`config.mk`:
```
export PLATFORM = sky130hd
export DESIGN_NAME = seven_seg_scan_ctrl
export DESIGN_NICKNAME = d
export VERILOG_FILES = /design/src/rtl/seven_seg_pkg.sv /design/src/rtl/seven_seg_scan_ctrl_hex2seg.sv /design/src/rtl/seven_seg_scan_ctrl.sv
export SDC_FILE = /design/constraint.sdc
export NUM_CORES = 1
export LEC_CHECK = 0
export CAP_MARGIN = 25
export CORE_MARGIN = 2
export CORE_UTILIZATION = 54
export CTS_CLUSTER_DIAMETER = 40
export DETAILED_ROUTE_END_ITERATION = 7
export GPL_TIMING_DRIVEN = 0
export PLACE_DENSITY = 0.76
export SYNTH_ARGS = -nofsm -noshare
export SYNTH_HDL_FRONTEND = slang
export SYNTH_SLANG_ARGS = --single-unit
export TNS_END_PERCENT = 5
```
`constraint.sdc`:
```
create_clock -name clk -period 2.6 [get_ports clk]
set_clock_uncertainty 0.05 [all_clocks]
set_input_delay 0.39 -clock clk [delete_from_list [all_inputs] [get_ports clk]]
set_output_delay 0.39 -clock clk [all_outputs]
set_load 0.01 [all_outputs]
```
`src/rtl/seven_seg_pkg.sv`:
```
// Shared constants for the eight-digit seven-segment scan controller: digit count,
// active-low hex glyph table, reset display value and the register-set layout (SEG_BLINK_EN adds a mask).
package seven_seg_pkg;

    localparam int NUM_DIGITS = 8;
    localparam int DIGIT_W    = 3;

    localparam logic [31:0] RESET_NUM = 32'hAA5555AA;

    // Entry n is the active-low {g,f,e,d,c,b,a} glyph for hex value n; entry 15 is listed first.
    localparam logic [15:0][6:0] HEX_SEG_N = {
        7'h0E, 7'h06, 7'h21, 7'h46,   // F E d C
        7'h03, 7'h08, 7'h10, 7'h00,   // b A 9 8
        7'h78, 7'h02, 7'h12, 7'h19,   // 7 6 5 4
        7'h30, 7'h24, 7'h79, 7'h40    // 3 2 1 0
    };

    typedef struct packed {
        logic [31:0] num;
        logic [7:0]  point;
        logic [7:0]  blank;
`ifdef SEG_BLINK_EN
        logic [7:0]  mask;
`endif
    } disp_set_t;

    function automatic disp_set_t reset_set();
        disp_set_t r;
        r     = '0;
        r.num = RESET_NUM;
        return r;
    endfunction

endpackage

```
`src/rtl/seven_seg_scan_ctrl_hex2seg.sv`:
```
// Combinational hex nibble to active-low seven-segment pattern, dp carried as the MSB.
module hex2seg
    import seven_seg_pkg::*;
(
    input  logic [3:0] nibble_i,
    input  logic       dp_i,
    output logic [7:0] seg_n_o
);

    assign seg_n_o = {~dp_i, HEX_SEG_N[nibble_i]};

endmodule

```
`src/rtl/seven_seg_scan_ctrl.sv`:
```
// Time-multiplexed 8-digit seven-segment driver with a shadow register set committed only at
// frame boundaries so a frame never mixes old and new digits. Optional blinking under SEG_BLINK_EN.
module seven_seg_scan_ctrl
    import seven_seg_pkg::*;
#(
    parameter int SCAN_DIV     = 50000,
    parameter int BLINK_FRAMES = 64
)
(
    input  logic        clk,
    input  logic        rst,
    input  logic        load,
    input  logic [31:0] disp_num,
    input  logic [7:0]  point,
    input  logic [7:0]  blank,
`ifdef SEG_BLINK_EN
    input  logic [7:0]  blink_mask,
`endif
    output logic        pending,
    output logic        frame_tick,
    output logic [7:0]  AN,
    output logic [7:0]  SEGMENT
);

    if (SCAN_DIV < 2 || SCAN_DIV > 65535 || BLINK_FRAMES < 1 || BLINK_FRAMES > 65535) begin : g_bad_param
        $error("seven_seg_scan_ctrl: SCAN_DIV or BLINK_FRAMES out of range");
    end

    localparam logic [15:0]        PRESC_LAST = 16'(SCAN_DIV - 1);
    localparam logic [DIGIT_W-1:0] LAST_DIGIT = DIGIT_W'(NUM_DIGITS - 1);

    logic [15:0]        presc_q, presc_d;
    logic [DIGIT_W-1:0] digit_q, digit_d;
    logic               presc_tc;
    logic               pending_q, pending_d;
    disp_set_t          active_q, active_d;
    disp_set_t          shadow_q, shadow_d;
    disp_set_t          load_set;
    logic [7:0]         an_q, an_d;
    logic [7:0]         seg_q, seg_d;
    logic [3:0]         cur_nibble;
    logic               cur_dp;
    logic               cur_dark;
    logic [7:0]         glyph_n;

    always_comb begin
        presc_tc   = (presc_q == PRESC_LAST);
        frame_tick = presc_tc && (digit_q == LAST_DIGIT);
        presc_d    = presc_tc ? 16'd0 : presc_q + 16'd1;
        digit_d    = presc_tc ? digit_q + 3'd1 : digit_q;
    end

    always_comb begin
        load_set       = '0;
        load_set.num   = disp_num;
        load_set.point = point;
        load_set.blank = blank;
`ifdef SEG_BLINK_EN
        load_set.mask  = blink_mask;
`endif
    end

    // A load landing on the frame boundary bypasses the shadow so it is not delayed a whole frame.
    always_comb begin
        active_d  = active_q;
        shadow_d  = shadow_q;
        pending_d = pending_q;
        if (load) begin
            shadow_d = load_set;
            if (frame_tick) begin
                active_d  = load_set;
                pending_d = 1'b0;
            end else begin
                pending_d = 1'b1;
            end
        end else if (frame_tick && pending_q) begin
            active_d  = shadow_q;
            pending_d = 1'b0;
        end
    end

`ifdef SEG_BLINK_EN
    localparam logic [15:0] FRAME_LAST = 16'(BLINK_FRAMES - 1);

    logic [15:0] frame_cnt_q, frame_cnt_d;
    logic        blink_off_q, blink_off_d;

    always_comb begin
        frame_cnt_d = frame_cnt_q;
        blink_off_d = blink_off_q;
        if (frame_tick) begin
            if (frame_cnt_q == FRAME_LAST) begin
                frame_cnt_d = 16'd0;
                blink_off_d = ~blink_off_q;
            end else begin
                frame_cnt_d = frame_cnt_q + 16'd1;
            end
        end
    end

    always_ff @(posedge clk) begin
        if (rst) begin
            frame_cnt_q <= 16'd0;
            blink_off_q <= 1'b0;
        end else begin
            frame_cnt_q <= frame_cnt_d;
            blink_off_q <= blink_off_d;
        end
    end

    assign cur_dark = active_q.blank[digit_q] | (blink_off_q & active_q.mask[digit_q]);
`else
    assign cur_dark = active_q.blank[digit_q];
`endif

    assign cur_nibble = active_q.num[{digit_q, 2'b00} +: 4];
    assign cur_dp     = active_q.point[digit_q];

    hex2seg u_hex2seg (
        .nibble_i (cur_nibble),
        .dp_i     (cur_dp),
        .seg_n_o  (glyph_n)
    );

    always_comb begin
        an_d  = 8'hFF;
        seg_d = 8'hFF;
        if (!cur_dark) begin
            an_d  = ~(8'h01 << digit_q);
            seg_d = glyph_n;
        end
    end

    always_ff @(posedge clk) begin
        if (rst) begin
            presc_q   <= 16'd0;
            digit_q   <= '0;
            pending_q <= 1'b0;
            active_q  <= reset_set();
            shadow_q  <= '0;
            an_q      <= 8'hFF;
            seg_q     <= 8'hFF;
        end else begin
            presc_q   <= presc_d;
            digit_q   <= digit_d;
            pending_q <= pending_d;
            active_q  <= active_d;
            shadow_q  <= shadow_d;
            an_q      <= an_d;
            seg_q     <= seg_d;
        end
    end

    assign pending = pending_q;
    assign AN      = an_q;
    assign SEGMENT = seg_q;

endmodule

```
==> reports/results.txt <==
outcome: completed
Worst-path clk slew: 0.06 ns
drt initial violations: 202
Fin. Hold Viols: 0
most common cell after layout, fill and taps aside: dfxtp_1
Vias/cell: 5.46
initial core utilization: 0.548
met1 Track Usage GR: 0.293
normalized max-slew margin: 0.487
max cap viols: 0
gr usage total: 0.238
Die W: 103 µm
final net count: 667
Max clock buf depth: 2
Synth cell types: 46
CTS Root Buffer Type: clkbuf_8
DR vias: 4098
Yosys warnings: 0
HP Class: primary input to flip-flop
worst-margin pin slew: 0.770 ns
Synth Flop Type: dfxtp_1
TritonRoute pass-1 iters: 7
CP max stage delay: 0.55 ns
total global routing overflow: 0
Crit Path Category: flip-flop to flip-flop
maximum fanout along the worst path: 10
Synth area leaders: dfxtp_1, mux2i_1, nor2_1
drc violations: 0
Final min period: 2.43 ns
Avg Cell Area, Syn: 10.3 µm²
Final ANT Viol Nets: 0
total power: 4.84 mW
FFs w/ async S/R, synth: 0
register area share after synthesis: 0.500
Required @ worst endpoint: 2.97 ns
H-tree levels: 4
die span in y: 103 µm
M2 GR Usage: 0.415
routed len/inst: 16.1 µm
initial antenna violation count: 0
fill cell count: 741
# IOs: 69
# hold bufs at CTS: 0
full die area: 0.0106 mm²
hpwl dp: 8320 µm
share of cells above drive strength 1: 0.126
top cell type's share of synthesized area: 0.500
CTS sink count: 132
final setup fails: 0
met3 Use GR: 0.0590
synthesized area: 0.00528 mm²
Inserted Clock Buffers: 17
Syn Nets: 578
Routed Wire Length: 12100 µm
crit path DAT: 2.80 ns
commonest non-fill, non-tap cells in the layout: dfxtp_1, nor2_1, clkdlybuf4s50_1
Leakage: 2.65 nW
Period Utilization, post-route: 0.936
crit path cell chain: buf_6 -> buf_8 -> mux4_2 -> mux2i_4 -> inv_1 -> ha_1 -> o21ai_0 -> o211ai_1 -> a21bo_1
pin count of the biggest net entering global routing: 17
busiest grt layer: met2
cell taking the most area after synthesis: dfxtp_1
critical path's slowest cell: mux4_2
GPL Wtd Cong: 0.814
unrepaired setup endpoints after global routing: no
Max Slew Vio Count: 0
area delta synth->final: 28.9%
core area: 0.00964 mm²
# diodes: 0
Mapped Cells: 515
register bit total from synthesis: 132
first-pass GRT wire length: 19300 µm
critical path endpoint category: flip-flop
maximum VDD drop: 560 µV
Core Util, Final: 0.706
clk_lat worst skew: 0.53 ns
number of global-route vias before repair: 4050
port buffer count: 66
fmax: 0.411 GHz
CP Launch Type: flip-flop
Power Density: 710 mW/mm²
row count: 36
EDFF count, synth: 0
TritonCTS clock tree: done
==> Yosys cell counts, types with 7 or more instances <==
master and count:
xnor2_1 8, mux4_2 10, nor2_1 121, nand3_1 9
clkbuf_1 18, a211o_1 16, inv_1 9, dfxtp_1 132
ha_1 12, xor2_1 7, a211oi_1 33, buf_2 10
mux2i_1 57, nand2_1 19
==> cell type report <==
class | count | area (µm²) | share of cell area
Sequential cell | 132 | 2650 | 0.388
Tap cell | 133 | 166 | 0.0244
Inverter | 10 | 37.5 | 0.00551
Clock buffer | 17 | 414 | 0.0608
Timing Repair Buffer | 70 | 693 | 0.102
Clock inverter | 15 | 203 | 0.0298
Multi-Input combinational cell | 338 | 2460 | 0.362
Buffer | 35 | 185 | 0.0272
==> cell families (layout without fill, tap and decap cells) <==
kind of cell | count (synthesis) | in the layout | synth area share
muxes | 69 | 69 | 0.155
xor gates and xnor gates | 15 | 15 | 0.0249
and+or+nand+nor | 172 | 172 | 0.146
AOI/OAI and AO/OA | 70 | 70 | 0.104
DFF | 132 | 132 | 0.500
buffers and inverters | 45 | 147 | 0.0415
adders and majority gates | 12 | 12 | 0.0284
==> worst max-delay path, delay by kind of cell (launching register included) <==
kind,cells,cell delay [ns]
muxes,2,0.81
buffers and inverters,3,0.44
DFF,1,0.36
AOI/OAI and AO/OA,3,0.41
adders and majority gates,1,0.26
==> metal layers <==
metal | wire length, µm | part of all wire | vias up
li1 | - | - | 1966
met1 | 5190 | 0.43 | 1963
met2 | 6030 | 0.50 | 144
met3 | 658 | 0.055 | 25
met4 | 173 | 0.014 | 0
met5 | 0 | 0 | -
==> sequential cells by signal, summed over array words and instances (netlist names) <==
register,count
AN,8
SEGMENT,8
active_q,48
digit_q,3
pending,1
presc_q,16
shadow_q,48
==> stage by stage <==
step	instances	TNS, ns	instance area (µm²)	worst slack, ns	hold slack [ns]
finish	750	0	6810	0.167	0.365
global route	750	0	6810	0.0220	0.393
CTS	746	-0.116	6750	-0.116	0.350
detailed placement	714	-0.563	6110	-0.138	0.399
global placement	714	-0.0204	6110	-0.0204	0.390
floorplan	515	0	5280	0.267	0.380
==> path summary, 6_finish.rpt <==
path / from / to / slack, ns / cells past startpoint
hold reg to reg: active_q[17]$_SDFFE_PP1P_ / active_q[17]$_SDFFE_PP1P_ / 0.42 / 1
setup / recovery: digit_q[0]$_SDFFE_PP0P_ / SEGMENT[3]$_SDFF_PP1_ / 0.17 / 9
hold / removal: rst / SEGMENT[0]$_SDFF_PP1_ / 0.37 / 3
setup reg to reg: digit_q[0]$_SDFFE_PP0P_ / SEGMENT[3]$_SDFF_PP1_ / 0.17 / 9
==> repair_timing <==
| action | CTS | global route |
|---|---|---|
| buffers inserted | 0 | 4 |
| endpoints found under the setup margin | 7 | 6 |
| gates cloned | 0 | 0 |
| gates resized for setup | 6 | 8 |
| endpoints found under the hold margin | 0 | 0 |
==> power breakdown <==
group	switching (mW)	total, mW	leakage (nW)	internal, mW
clock	0.915	2.48	0.299	1.57
combinational	0.127	0.261	1.27	0.134
sequential	0.0171	2.09	1.08	2.08
Power figures use the tool's default switching activity.
